--- src/rtl/mxu_tile_sequencer.sv ---
// Command sequencer for the NxN systolic matrix unit: loads A and B from scratch memory,
// streams skewed operands into the array, then writes back C with optional ReLU.
module mxu_tile_sequencer #(
    parameter int unsigned NUM_SIZE  = 16,
    parameter int unsigned GRID_SIZE = 2,
    parameter int unsigned ADDR_W    = 5
) (
    input  logic                                  clk,
    input  logic                                  rst,
    input  logic                                  cmd_valid,
    output logic                                  cmd_ready,
    input  logic [ADDR_W-1:0]                     cmd_a_addr,
    input  logic [ADDR_W-1:0]                     cmd_b_addr,
    input  logic [ADDR_W-1:0]                     cmd_c_addr,
    input  logic                                  cmd_relu,
    output logic                                  done,
    output logic                                  mem_rd_en,
    output logic [ADDR_W-1:0]                     mem_rd_addr,
    input  logic [NUM_SIZE-1:0]                   mem_rd_data,
    output logic                                  mem_wr_en,
    output logic [ADDR_W-1:0]                     mem_wr_addr,
    output logic [NUM_SIZE-1:0]                   mem_wr_data,
    output logic                                  mxu_ce,
    output logic                                  mxu_clr,
    output logic [NUM_SIZE*GRID_SIZE-1:0]         north_input,
    output logic [NUM_SIZE*GRID_SIZE-1:0]         west_input,
    input  logic [NUM_SIZE*GRID_SIZE*GRID_SIZE-1:0] result_out
);

    localparam int unsigned NumElems   = GRID_SIZE * GRID_SIZE;
    localparam int unsigned LoadCycles = 2 * NumElems;
    localparam int unsigned FeedCycles = 3 * GRID_SIZE - 2;
    localparam int unsigned CntW       = $clog2(LoadCycles + 1);

    typedef enum logic [2:0] {
        StIdle,
        StLoad,
        StClr,
        StFeed,
        StStore,
        StDone
    } state_e;

    state_e              state_q, state_d;
    logic [CntW-1:0]     cnt_q, cnt_d;
    logic [ADDR_W-1:0]   a_addr_q, b_addr_q, c_addr_q;
    logic                relu_q;
    logic [NUM_SIZE-1:0] a_q [GRID_SIZE][GRID_SIZE];
    logic [NUM_SIZE-1:0] b_q [GRID_SIZE][GRID_SIZE];

    logic                ld_en;
    logic [CntW-1:0]     ld_idx;
    logic [NUM_SIZE-1:0] res_word;

    // State and phase counter registers
    always_ff @(posedge clk or posedge rst) begin
        if (rst) begin
            state_q <= StIdle;
            cnt_q   <= '0;
        end else begin
            state_q <= state_d;
            cnt_q   <= cnt_d;
        end
    end

    // Next-state logic; the counter restarts at 0 on every phase change
    always_comb begin
        state_d = state_q;
        cnt_d   = cnt_q + CntW'(1);
        unique case (state_q)
            StIdle: begin
                cnt_d = '0;
                if (cmd_valid) state_d = StLoad;
            end
            StLoad: begin
                if (cnt_q == CntW'(LoadCycles - 1)) begin
                    state_d = StClr;
                    cnt_d   = '0;
                end
            end
            StClr: begin
                state_d = StFeed;
                cnt_d   = '0;
            end
            StFeed: begin
                if (cnt_q == CntW'(FeedCycles - 1)) begin
                    state_d = StStore;
                    cnt_d   = '0;
                end
            end
            StStore: begin
                if (cnt_q == CntW'(NumElems - 1)) begin
                    state_d = StDone;
                    cnt_d   = '0;
                end
            end
            StDone: begin
                state_d = StIdle;
                cnt_d   = '0;
            end
            default: begin
                state_d = StIdle;
                cnt_d   = '0;
            end
        endcase
    end

    // Read data lags its request by one cycle; CLR picks up the final B word
    always_comb begin
        ld_en  = 1'b0;
        ld_idx = cnt_q - CntW'(1);
        if (state_q == StLoad && cnt_q != '0) begin
            ld_en = 1'b1;
        end else if (state_q == StClr) begin
            ld_en  = 1'b1;
            ld_idx = CntW'(LoadCycles - 1);
        end
    end

    // Command latch and operand array capture
    always_ff @(posedge clk or posedge rst) begin
        if (rst) begin
            a_addr_q <= '0;
            b_addr_q <= '0;
            c_addr_q <= '0;
            relu_q   <= 1'b0;
            for (int unsigned r = 0; r < GRID_SIZE; r++) begin
                for (int unsigned c = 0; c < GRID_SIZE; c++) begin
                    a_q[r][c] <= '0;
                    b_q[r][c] <= '0;
                end
            end
        end else begin
            if (state_q == StIdle && cmd_valid) begin
                a_addr_q <= cmd_a_addr;
                b_addr_q <= cmd_b_addr;
                c_addr_q <= cmd_c_addr;
                relu_q   <= cmd_relu;
            end
            if (ld_en) begin
                for (int unsigned r = 0; r < GRID_SIZE; r++) begin
                    for (int unsigned c = 0; c < GRID_SIZE; c++) begin
                        if (ld_idx == CntW'(r * GRID_SIZE + c)) a_q[r][c] <= mem_rd_data;
                        if (ld_idx == CntW'(NumElems + r * GRID_SIZE + c)) begin
                            b_q[r][c] <= mem_rd_data;
                        end
                    end
                end
            end
        end
    end

    // Outputs decoded from state; operand skew selects element k where t = lane + k
    always_comb begin
        cmd_ready   = (state_q == StIdle);
        done        = (state_q == StDone);
        mem_rd_en   = 1'b0;
        mem_rd_addr = '0;
        mem_wr_en   = 1'b0;
        mem_wr_addr = '0;
        mem_wr_data = '0;
        mxu_ce      = (state_q == StFeed);
        mxu_clr     = (state_q == StClr);
        north_input = '0;
        west_input  = '0;
        res_word    = '0;

        if (state_q == StLoad) begin
            mem_rd_en = 1'b1;
            if (cnt_q < CntW'(NumElems)) begin
                mem_rd_addr = a_addr_q + ADDR_W'(cnt_q);
            end else begin
                mem_rd_addr = b_addr_q + ADDR_W'(cnt_q - CntW'(NumElems));
            end
        end

        if (state_q == StFeed) begin
            for (int unsigned i = 0; i < GRID_SIZE; i++) begin
                for (int unsigned k = 0; k < GRID_SIZE; k++) begin
                    if (cnt_q == CntW'(i + k)) begin
                        west_input[i*NUM_SIZE +: NUM_SIZE]  = a_q[i][k];
                        north_input[i*NUM_SIZE +: NUM_SIZE] = b_q[k][i];
                    end
                end
            end
        end

        if (state_q == StStore) begin
            for (int unsigned m = 0; m < NumElems; m++) begin
                if (cnt_q == CntW'(m)) res_word = result_out[m*NUM_SIZE +: NUM_SIZE];
            end
            mem_wr_en   = 1'b1;
            mem_wr_addr = c_addr_q + ADDR_W'(cnt_q);
            mem_wr_data = (relu_q && res_word[NUM_SIZE-1]) ? '0 : res_word;
        end
    end

endmodule

--- config.mk ---
export PLATFORM = sky130hd
export DESIGN_NAME = mxu_tile_sequencer
export DESIGN_NICKNAME = d
export VERILOG_FILES = /design/src/rtl/mxu_tile_sequencer.sv
export SDC_FILE = /design/constraint.sdc
export NUM_CORES = 1
export LEC_CHECK = 0
export ABC_AREA = 1
export CORE_MARGIN = 2
export CORE_UTILIZATION = 56
export DETAILED_ROUTE_END_ITERATION = 12
export HOLD_SLACK_MARGIN = 0.06
export PLACE_DENSITY = 0.87
export SLEW_MARGIN = 20
export SYNTH_ARGS = -nofsm -noshare
export SYNTH_HDL_FRONTEND = slang
export SYNTH_SLANG_ARGS = --single-unit
--- constraint.sdc ---
create_clock -name clk -period 9.55 [get_ports clk]
set_input_delay 1.4325 -clock clk [delete_from_list [all_inputs] [get_ports clk]]
set_output_delay 1.4325 -clock clk [all_outputs]
set_load 0.02 [all_outputs]
After elaboration in Yosys (flattened, before gate mapping)
Index checks and enable logic that the tools add are counted.
Word-level totals
  bits in registers: 151
  input port bits: 99
  output and inout port bits: 96
  logic and storage cells: 92
Cells by class
  $add $sub $neg: 6
  order comparisons: 1
  equality and inequality tests: 20
  multiplexer cells: 34
  reduce and logical (&&, ||, !) cells: 17
Operators with widths (number)
  two-way mux 16 bit: 15
  two-way mux 32 bit: 2
  == test 4 x 3 -> 1 bit (second input constant): 5
  == test 4 x 2 -> 1 bit (second input constant): 4
  two-way mux 4 bit: 4
  AND reduction 2 bit: 8
  two-way mux 5 bit: 3
  case mux 3 bit (5 select lines): 1
  two-way mux 3 bit: 4
  adder 5 x 4 -> 5 bit: 2
  == test 4 x 1 -> 1 bit (second input constant): 2
  zero test 4 bit: 2
  case mux 4 bit (2 select lines): 1
  == test 3 x 2 -> 1 bit (second input constant): 2
  == test 3 bit (second input constant): 2
  != test 2 bit (second input constant): 3
  adder 5 bit: 1
  subtractor 4 x 3 -> 5 bit (second input constant): 1
  adder 4 x 1 -> 4 bit (second input constant): 1
  < comparator 4 x 3 -> 1 bit (second input constant): 1
  two-way mux 1 bit: 4
  AND reduction 4 bit: 1
  nonzero test 4 bit: 1
  subtractor 4 x 1 -> 4 bit (second input constant): 1
  other kinds (5): 7

Logic depth before layout (Yosys ltp)
  depth after elaboration: 9
  gate-level depth with buffers: 12
  depth with buffers taken out: 10

Worst setup path before layout
OpenSTA, ideal clock, no wires.
  path kind: input to output
  from: input port result_out[47]
  to: output port mem_wr_data[10]
  arrival: 2271 ps
  required time: 8117 ps
  setup slack: 5847 ps
  stages: 7
  path buffers: 1
  path through: nand3b_1 -> nand2_1 -> inv_1 -> nand2_1 -> a21oi_2 -> buf_2 -> nor2_1
On the way
  longest elaborated chain between the ends: 6
RTL lines
  from (decl): RTL line 27  | input logic [NUM_SIZE*GRID_SIZE*GRID_SIZE-1:0] result_out
  two-way mux 16 bit (2 in a row): RTL line 190  | if (cnt_q == CntW'(m)) res_word = result_out[m*NUM_SIZE +: NUM_SIZE];
  two-way mux 16 bit: RTL line 188  | if (state_q == StStore) begin
  logical AND 1 bit: RTL line 194  | mem_wr_data = (relu_q && res_word[NUM_SIZE-1]) ? '0 : res_word;
  two-way mux 16 bit: RTL line 194
  two-way mux 16 bit: RTL line 188
  to (decl): RTL line 22  | output logic [NUM_SIZE-1:0] mem_wr_data,
Every way passes these cells. The select of a mux whose other input is x is not followed.

Worst setup path in the final report
  from: register cnt_q[2]
  to: output port west_input[31]
On the way
  longest elaborated chain between the ends: 4
  elaborated cells between the ends (all ways): 5
  those cells by class: 2 x eq/ne; 3 x mux
RTL lines
  from (decl): RTL line 45  | logic [CntW-1:0] cnt_q, cnt_d;
  from (signal assigned): RTL line 62  | cnt_q <= cnt_d;
  == test 4 x 1 -> 1 bit: RTL line 180  | if (cnt_q == CntW'(i + k)) begin
  two-way mux 16 bit: RTL line 180
  two-way mux 16 bit (*): RTL line 180
  two-way mux 32 bit (*): RTL line 177  | if (state_q == StFeed) begin
  to (decl): RTL line 26  | output logic [NUM_SIZE*GRID_SIZE-1:0] west_input,
Every way passes the cells marked *; elsewhere a longest branch is shown, timed or not.

==> metrics.txt <==
status finished clean; crit path kind reg -> out; # IOs 195; P_leak 5.16 nW; Int Pwr 1.97 mW; post-synthesis compound-gate area fraction 7.25%; CP Data Required Time 8.12 ns; crit-path max cell delay 1.03 ns; Crit. Startpoint cnt_q[2]$_DFF_PP0_; main combinational cell family by area after synthesis simple AND/OR/NAND/NOR gates; total grt overflow 0; commonest non-fill, non-tap cell in the layout nand2_1; routability congestion estimate 0.874; Clock power frac 18.0%; DP Wirelength 17500 microns; number of max-cap violations 0; final setup fails 0; Crit-path slowest cell inv_1; Mapped Cells 1213; Flop pwr share 29.4%; syn_nets 1335; Worst Hold Class reg -> reg; adder-cell share of the synthesized area 3.44%; layout filler cell count 1212; CTS tree yes; critical path's most frequent cell nand2_1; Max Clock Freq 162 MHz; fin. max-slew vios 0; Post-CTS Resized 0; prevailing post-synth register cell dfrtp_1; Critical Path End west_input[31]; Clock transition at path regs 0.06 ns; Worst-Margin Slew 1.07 ns; largest net degree at the start of global routing 82; row count 46; initial antenna violation count 1; DRT antenna net count 0; Post-synth EDFFs 0; headroom to the max-slew limit 28.6%; Cell Pwr Density 332 nW/um^2; DRT Pass-1 Iters 8; Worst Skew 0.0105 ns; Area growth, synth to finish 26.0%; input/output buffers 194; CP arrival 4.75 ns; worst vdd ir 219 uV; die area 17100 sq um; sw power 1.79 mW; Sink Count 151; core area 15800 sq um; via count 9159; mean number of vias per cell 5.87; Post-Syn Area per Cell 7.43 sq um; CP top delay family simple AND/OR/NAND/NOR gates; WP buf/inv 2; CTS root buffer clkbuf_16; Crit Path Max Fanout 43; clk_lat worst skew 0.43 ns; post-synthesis xor/xnor area fraction 0.486%; Worst Setup End Kind primary output; Max clock buf depth 2; post-layout min period 6.19 ns; number of library cell types mapped by synthesis 39; Levels on crit path 6; number of global-route vias before repair 8444; CTS H-tree lvls 4; Reg2Reg Setup Slack 6.35 ns; reg2reg start cnt_q[2]$_DFF_PP0_; RSZ-0062 raised after global routing false; total track usage 32.8%; DRT Wirelength 27700 microns; per-cell routed wire length 17.7 microns; critical path launch point type flip-flop; Fin. Hold Viols 0; Total Power 3.76 mW; Num CTS Buffers 17; number of synthesized register bits 151; reg2reg path depth 7; share of layout cells above drive strength 1 7.23%; nets 1451; Starting Density 56.9%; Final period util 64.8%; postcts setup bufs 0; initial DRC count 1053; first-pass GRT wire length 43300 microns; Post-Synth Simple-Gate Area 36.9%; logic gate share of total power 52.7%; R2R Path End state_q[2]$_DFFE_PP0P_; post-synthesis mux area share 1.63%; cell area after synthesis 9010 sq um; Final TNS setup 0 ns; crit path cell chain nor2_4 > nand2_1 > inv_1 > nand2_1 > a21oi_1 > clkdlybuf4s50_1; switching share of total power 47.6%; Syn. warnings 0; Die X 131 microns; sequential area share after synthesis 42.0%; Die Ht 131 microns; hold_buf cts 0; Post-synth ARST share 100%; most frequent cells in the layout 399 x nand2_1, 194 x clkdlybuf4s50_1, 169 x nand3_1; DR DRC count 0
==> metrics by stage <==
stage	worst slack (ns)	hold slack [ns]	instance area [sq um]	cells	util, %
6_report	3.36	0.470	11300	1559	71.7
5_1_grt	3.04	0.492	11300	1559	71.7
4_1_cts	2.71	0.474	11300	1558	71.7
3_5_place_dp	3.20	0.459	10800	1526	68.0
3_3_place_gp	3.29	0.453	10800	1526	68.0
2_1_floorplan	4.05	0.442	9010	1213	-
==> registers in the layout, indices dropped and copies added, names as in the netlist <==
register and flops:
c_addr_q 5, a_q 64, cnt_q 4, b_addr_q 5, relu_q 1, b_q 64, a_addr_q 5, state_q 3
==> power by group through the flow <==
stage	Combinational [mW]	Clock (mW)	Sequential (mW)
floorplan	1.45	0	1.04
global placement	1.90	0	1.09
CTS	1.97	0.676	1.10
global route	2.19	0.701	1.13
finish	1.98	0.676	1.11
detailed placement	1.94	0	1.10
==> layout make-up <==
cell class | count | area [sq um] | area share, %
antenna | 1 | 2.50 | 0.0221
clock buffer | 22 | 464 | 4.09
clock inverter | 10 | 121 | 1.07
inverter | 66 | 255 | 2.25
multi-input combinational | 895 | 4480 | 39.5
sequential | 151 | 3780 | 33.3
tap | 216 | 270 | 2.38
timing repair buffer | 198 | 1970 | 17.4
==> routing by layer <==
metal / global-route usage (%) / vias to the layer above / part of all wire [%]
li1: - / 4216 / -
met1: 42.4 / 4314 / 39
met2: 51.6 / 526 / 46
met3: 9.28 / 103 / 11
met4: 15.0 / 0 / 4.1
met5: 0 / - / 0
==> synthesized netlist by cell type (2+ instances only) <==
cell,instances,area (sq um)
o21ai_0,40,200
inv_1,59,221
a21oi_1,81,405
nand3_1,170,851
nor3_1,3,15.0
or2_2,15,93.8
nand2_4,3,33.8
ha_1,20,250
nand2_2,4,25.0
xor2_1,2,17.5
xnor2_1,3,26.3
buf_2,44,220
nand3_2,7,70.1
clkbuf_1,39,146
nor2_4,6,67.6
buf_1,3,11.3
nand4_1,64,400
dfrtp_1,151,3780
buf_6,3,33.8
nor2_1,50,188
fa_1,3,60.1
inv_2,5,18.8
nand2_1,399,1500
buf_4,12,90.1
mux2_2,13,146
==> worst min-delay path by stage <==
stage	to	slack [ns]	from	depth (start not counted)
after floorplan	a_q[0]$_DFFE_PP0P_	0.44	a_q[0]$_DFFE_PP0P_	2
after global placement	b_q[28]$_DFFE_PP0P_	0.45	b_q[28]$_DFFE_PP0P_	2
after detailed placement	b_q[21]$_DFFE_PP0P_	0.46	b_q[21]$_DFFE_PP0P_	2
after CTS	b_q[28]$_DFFE_PP0P_	0.47	b_q[28]$_DFFE_PP0P_	2
after global routing	b_q[52]$_DFFE_PP0P_	0.49	b_q[52]$_DFFE_PP0P_	2
final	b_q[28]$_DFFE_PP0P_	0.47	b_q[28]$_DFFE_PP0P_	2
==> worst reg2reg max path: stages, from the launching register on <==
cell and delay, ns:
dfrtp_1 0.55, nor2_4 0.79, nand2_1 0.92, nand2_1 0.27, o21ai_0 0.15, nor2_1 0.24, nand2_1 0.09, o21ai_0 0.09
==> cells by family (layout without fill, tap and decap cells) <==
family | count (synthesis) | after routing
AO/OA/AOI/OAI | 126 | 126
flip-flops | 151 | 151
XOR/XNOR | 5 | 5
adder cells (fa/ha/maj) | 23 | 23
AND/OR/NAND/NOR | 728 | 728
multiplexers | 13 | 13
buffers and inverters | 167 | 296
other | 0 | 1
Power figures use the tool's default switching activity.
==> patch 1 (config.mk and constraints unchanged) <==
Change the parameter `ADDR_W` from 5 to 4.
--- a/src/rtl/mxu_tile_sequencer.sv
+++ b/src/rtl/mxu_tile_sequencer.sv
@@ -4,5 +4,5 @@
     parameter int unsigned NUM_SIZE  = 16,
     parameter int unsigned GRID_SIZE = 2,
-    parameter int unsigned ADDR_W    = 5
+    parameter int unsigned ADDR_W    = 4
 ) (
     input  logic                                  clk,
Ports: changed (5 resized); port bits go from 195 to 190. No check against the original RTL was run, so the function may have changed too.
==> patch 1 against the original RTL <==
- hold slack improved by 0.0018 ns
- critical path depth rose by 2
- area after synthesis fell by 3.8%
- critical path type unchanged
- final area fell by 3.0%
- combinational power fell by 4%
- core utilization rose by 0.96 points
- non-clock buffer count fell by 4
- total power fell by 1.9%
- register-to-register slack improved by 0.13 ns
- routed wire length fell by 5.2%
- sequential cell count fell by 3
- setup slack got worse by 0.030 ns
- largest cell class unchanged
==> patch 1: results (changes against the original RTL) <==
metric	value	unit	change
drt initial violations	981		was 1053
first-pass GRT wire length	42.0	mm	was 43.3 mm
Nets	1407		was 1451
R2R setup slack	6.48	ns	was 6.35 ns
XOR/XNOR share of the synthesized area	0.00708		was 0.00486
Routed WL per cell	17.5	um	was 17.7 um
gr usage total	0.324		was 0.328
dpl hpwl	16.6	mm	was 17.5 mm
synthesized-area fraction occupied by adder cells	0.0286		was 0.0344
Critical R2R Capture	a_q[16]		was state_q[2]
hold path startpoint	b_q[56]		was b_q[28]
slowest CP cell	clkinv_1		was inv_1
Syn Nets	1294		was 1335
CP arrival	4.78	ns	was 4.75 ns
Critical R2R Launch	cnt_q[1]		was cnt_q[2]
Worst Path Max Fanout	64		was 43
mux contribution to synthesized area	0.0143		was 0.0163
FF-to-FF path depth	8		was 7
DRT Wirelength	26.2	mm	was 27.7 mm
Clk pwr share	0.190		was 0.180
compound-gate portion of the synthesized area	0.0545		was 0.0725
Worst Slack Setup Final	3.33	ns	was 3.36 ns
CP delay by family, top	buffers and inverters		was simple AND/OR/NAND/NOR gates
final hold slack	0.472	ns	was 0.470 ns
synthesized area per cell	7.34	um2	was 7.43 um2
Vias	8752		was 9159
initial antenna violation count	2		was 1
pin count of the biggest net entering global routing	84		was 82
peak supply drop	0.202	mV	was 0.219 mV
leak pwr	0.00507	uW	was 0.00516 uW
Cell Area, Placed	10400	um2	was 10800 um2
share of post-route cells with drive strength above 1	0.0712		was 0.0723
largest cells by area after synthesis	dfrtp_1 43%, nand2_1 17%, nand3_1 11%		was dfrtp_1 42%, nand2_1 17%, nand3_1 9.4%
status	finished, final reports clean		unchanged
I/O Buffers	189		was 194
Worst Setup EP	west_input[16]		was west_input[31]
combinational power	1910	uW	was 1980 uW
Yosys cell types	35		was 39
Worst Tran Pin Value	1.05	ns	was 1.07 ns
Post-Route Utilization	0.727		was 0.717
sequential element share of the synthesized area	0.428		was 0.420
Worst Hold End	b_q[56]		was b_q[28]
DRT Pass-1 Iters	6		was 8
Setup Skew	0.00896	ns	was 0.0105 ns
dpl cells	1462		was 1526
Post-synth top cells	398 x nand2_1, 187 x nand3_1, 148 x dfrtp_1		was 399 x nand2_1, 170 x nand3_1, 151 x dfrtp_1
patch 1: changes by cell type in the layout (fill, tap and decap cells not counted), moves of 3 or more:
cell / delta
o21ai_0: -21
nand3_1: +17
a21oi_1: -10
inv_1: -6
clkdlybuf4s50_1: -5
ha_1: -5
dfrtp_1: -3
inv_6: +3
nand3_2: -3
nor2_1: +3
patch 1: layout make-up:
class                           count  area share
Sequential cell                   148       0.337
Inverter                           60      0.0209
Clock inverter                     11      0.0134
Timing Repair Buffer              194       0.175
Antenna cell                        2    0.000455
Clock buffer                       21      0.0428
Multi-Input combinational cell    872       0.389
Tap cell                          188      0.0214
patch 1: routing by layer:
layer / part of all wire / track usage / wire [um] / vias up
li1: - / - / - / 4089
met2: 0.48 / 0.518 / 12600 / 448
met3: 0.075 / 0.0528 / 1960 / 92
met5: 0 / 0 / 0 / -
met1: 0.40 / 0.430 / 10500 / 4123
met4: 0.048 / 0.165 / 1250 / 0
==> patch 2 (same flow settings) <==
Without the edit above. The 6 states of `state_e` get a one-hot encoding in 6 bits.
--- a/src/rtl/mxu_tile_sequencer.sv
+++ b/src/rtl/mxu_tile_sequencer.sv
@@ -33,11 +33,11 @@
     localparam int unsigned CntW       = $clog2(LoadCycles + 1);
 
-    typedef enum logic [2:0] {
-        StIdle,
-        StLoad,
-        StClr,
-        StFeed,
-        StStore,
-        StDone
+    typedef enum logic [5:0] {
+        StIdle  = 6'b000001,
+        StLoad  = 6'b000010,
+        StClr   = 6'b000100,
+        StFeed  = 6'b001000,
+        StStore = 6'b010000,
+        StDone  = 6'b100000
     } state_e;
 
Behaviour: no difference found for any inputs over 10 cycles, from zero or initial values and one cycle with rst high; not proved beyond that.
==> patch 2 against the original RTL <==
- area after synthesis fell by 5.2%
- clock skew down 0.0032 ns
- hold slack better by 0.0025 ns
- final area shrank 3.3%
- sequential cell count increased by 3
- routed wire length decreased by 2.8%
- critical path depth up 3
- synthesized cell count down 6.3%
- setup slack improved by 0.61 ns
- critical endpoint is now north_input[14]
Power is not compared: it rests on default switching activity, and its combinational part moved more than twofold at a synthesized area within 25%.
==> patch 2: results (changes against the original RTL) <==
metric	value	unit	change
Worst Path Max Fanout	48		was 43
dpl hpwl	17.9	mm	was 17.5 mm
pin count of the biggest net entering global routing	103		was 82
Place WS	4.49	ns	was 3.20 ns
largest cells by area after synthesis	dfrtp_1 45%, nand2_1 17%, nand3_1 11%		was dfrtp_1 42%, nand2_1 17%, nand3_1 9.4%
worst hold stages	2		unchanged
Post-synth top cells	377 x nand2_1, 181 x nand3_1, 153 x dfrtp_1		was 399 x nand2_1, 170 x nand3_1, 151 x dfrtp_1
Hold Crit Class	reg2reg		unchanged
leak pwr	0.00508	uW	
drt initial violations	911		was 1053
Yosys warning count	0		unchanged
vias in the first global route	8190		was 8444
Worst Tran Pin Value	1.10	ns	was 1.07 ns
initial antenna violation count	0		was 1
slowest CP cell	nor2_4		was inv_1
post_cts resized	0		unchanged
CTS H-tree lvls	4		unchanged
first-pass GRT wire length	42.5	mm	was 43.3 mm
Yosys cell types	36		was 39
CTS Buffer Depth	2		unchanged
I/O Buffers	194		unchanged
drt via density	5.88		was 5.87
post-route insts no fill	1482		was 1559
status	finished, final reports clean		unchanged
Routability Congestion	0.883		was 0.874
sequential element share of the synthesized area	0.451		was 0.420
Top Registers	a_q x64, b_q x64, state_q x6		was a_q x64, b_q x64
synthesized area per cell	7.51	um2	was 7.43 um2
CP peak stage delay	0.69	ns	was 1.03 ns
clk_lat worst skew	0.42	ns	
FF-to-FF path depth	7		unchanged
cts bufs inserted	17		unchanged
Nets	1406		was 1451
share of post-route cells with drive strength above 1	0.0510		was 0.0723
CP delay by family, top	buffers and inverters		was simple AND/OR/NAND/NOR gates
CP arrival	4.14	ns	was 4.75 ns
Async S/R FF share, synth	1.00		unchanged
Setup Skew	0.00727	ns	was 0.0105 ns
setup repair bufs after CTS	0		unchanged
# diodes	0		was 1
CTS clock-pin slew for the worst setup and hold paths	0.06	ns	about the same
clk root buf	clkbuf_16		unchanged
Cell Area, Placed	10400	um2	was 10800 um2
gr usage total	0.335		was 0.328
Top FF cell, synth	dfrtp_1		unchanged
DRT Wirelength	26.9	mm	was 27.7 mm
DRT Pass-1 Iters	5		was 8
Syn Nets	1259		was 1335
patch 2: cell types whose count changed after synthesis, moves of 5 or more:
cell      unedited run  this run
nor2_2               0         6
or2_2               15         1
nand3_1            170       181
mux2_2              13         0
buf_2               44        20
nand3_2              7         2
o21ai_1              0        48
a21boi_0             0         7
or2_0                1         7
o21ai_0             40        16
nand4_1             64        27
inv_1               59        53
nand2_1            399       377
patch 2: area by class of cell:
cell class / instances / area, um2
multi-input cells: 850 / 4090
fillers: 1138 / 4060
repair buffers: 202 / 2000
well taps: 188 / 235
clock inverters: 7 / 67.6
clock buffers: 22 / 494
flip-flops and latches: 154 / 3850
inverters: 59 / 228
patch 2: stage by stage:
stage | total power [uW] | hold slack, ns
2_1_floorplan | 1370 | 0.442
3_3_place_gp | 1610 | 0.453
3_5_place_dp | 1620 | 0.458
4_1_cts | 2270 | 0.474
5_1_grt | 2410 | 0.488
6_report | 2280 | 0.473
patch 2: power breakdown:
group	switching (uW)	total [uW]	internal, uW	leakage (uW)
logic	545	820	275	0.00335
clock network	255	642	387	0.000272
registers	77.7	817	740	0.00146
total	879	2280	1400	0.00508
patch 2: worst paths after layout:
check	endpoint	start	slack (ns)
max	north_input[14]	cnt_q[1]	3.98
min	a_q[14]	a_q[14]	0.47
max reg2reg	b_q[53]	cnt_q[1]	6.19
min reg2reg	a_q[14]	a_q[14]	0.47
max in group asynchronous	a_q[47]	rst	6.70
min in group asynchronous	b_q[29]	rst	1.55
patch 2: layer usage:
layer / GRT usage / part of all wire / up-vias
met5: 0 / 0 / -
met4: 0.162 / 0.041 / 0
met3: 0.0791 / 0.11 / 82
met2: 0.547 / 0.48 / 502
met1: 0.421 / 0.37 / 4096
li1: - / - / 4032
patch 2: worst register-to-register path, cell delays in order, from the launching register on:
cell     delay [ns]
dfrtp_1        0.59
inv_1          0.19
ha_1           0.40
inv_1          0.10
nor2_2         0.66
nand2_1        0.85
nand2_1        0.28
o21ai_1        0.12
patch 2: logic make-up (layout without fill, tap and decap cells):
group | Yosys count | count (layout) | synth area share
AO/OA/AOI/OAI | 155 | 155 | 0.0939
buffers and inverters | 133 | 290 | 0.0712
XOR/XNOR | 6 | 6 | 0.00615
adder cells (fa/ha/maj) | 23 | 23 | 0.0363
AND/OR/NAND/NOR | 666 | 666 | 0.341
flip-flops | 154 | 154 | 0.451
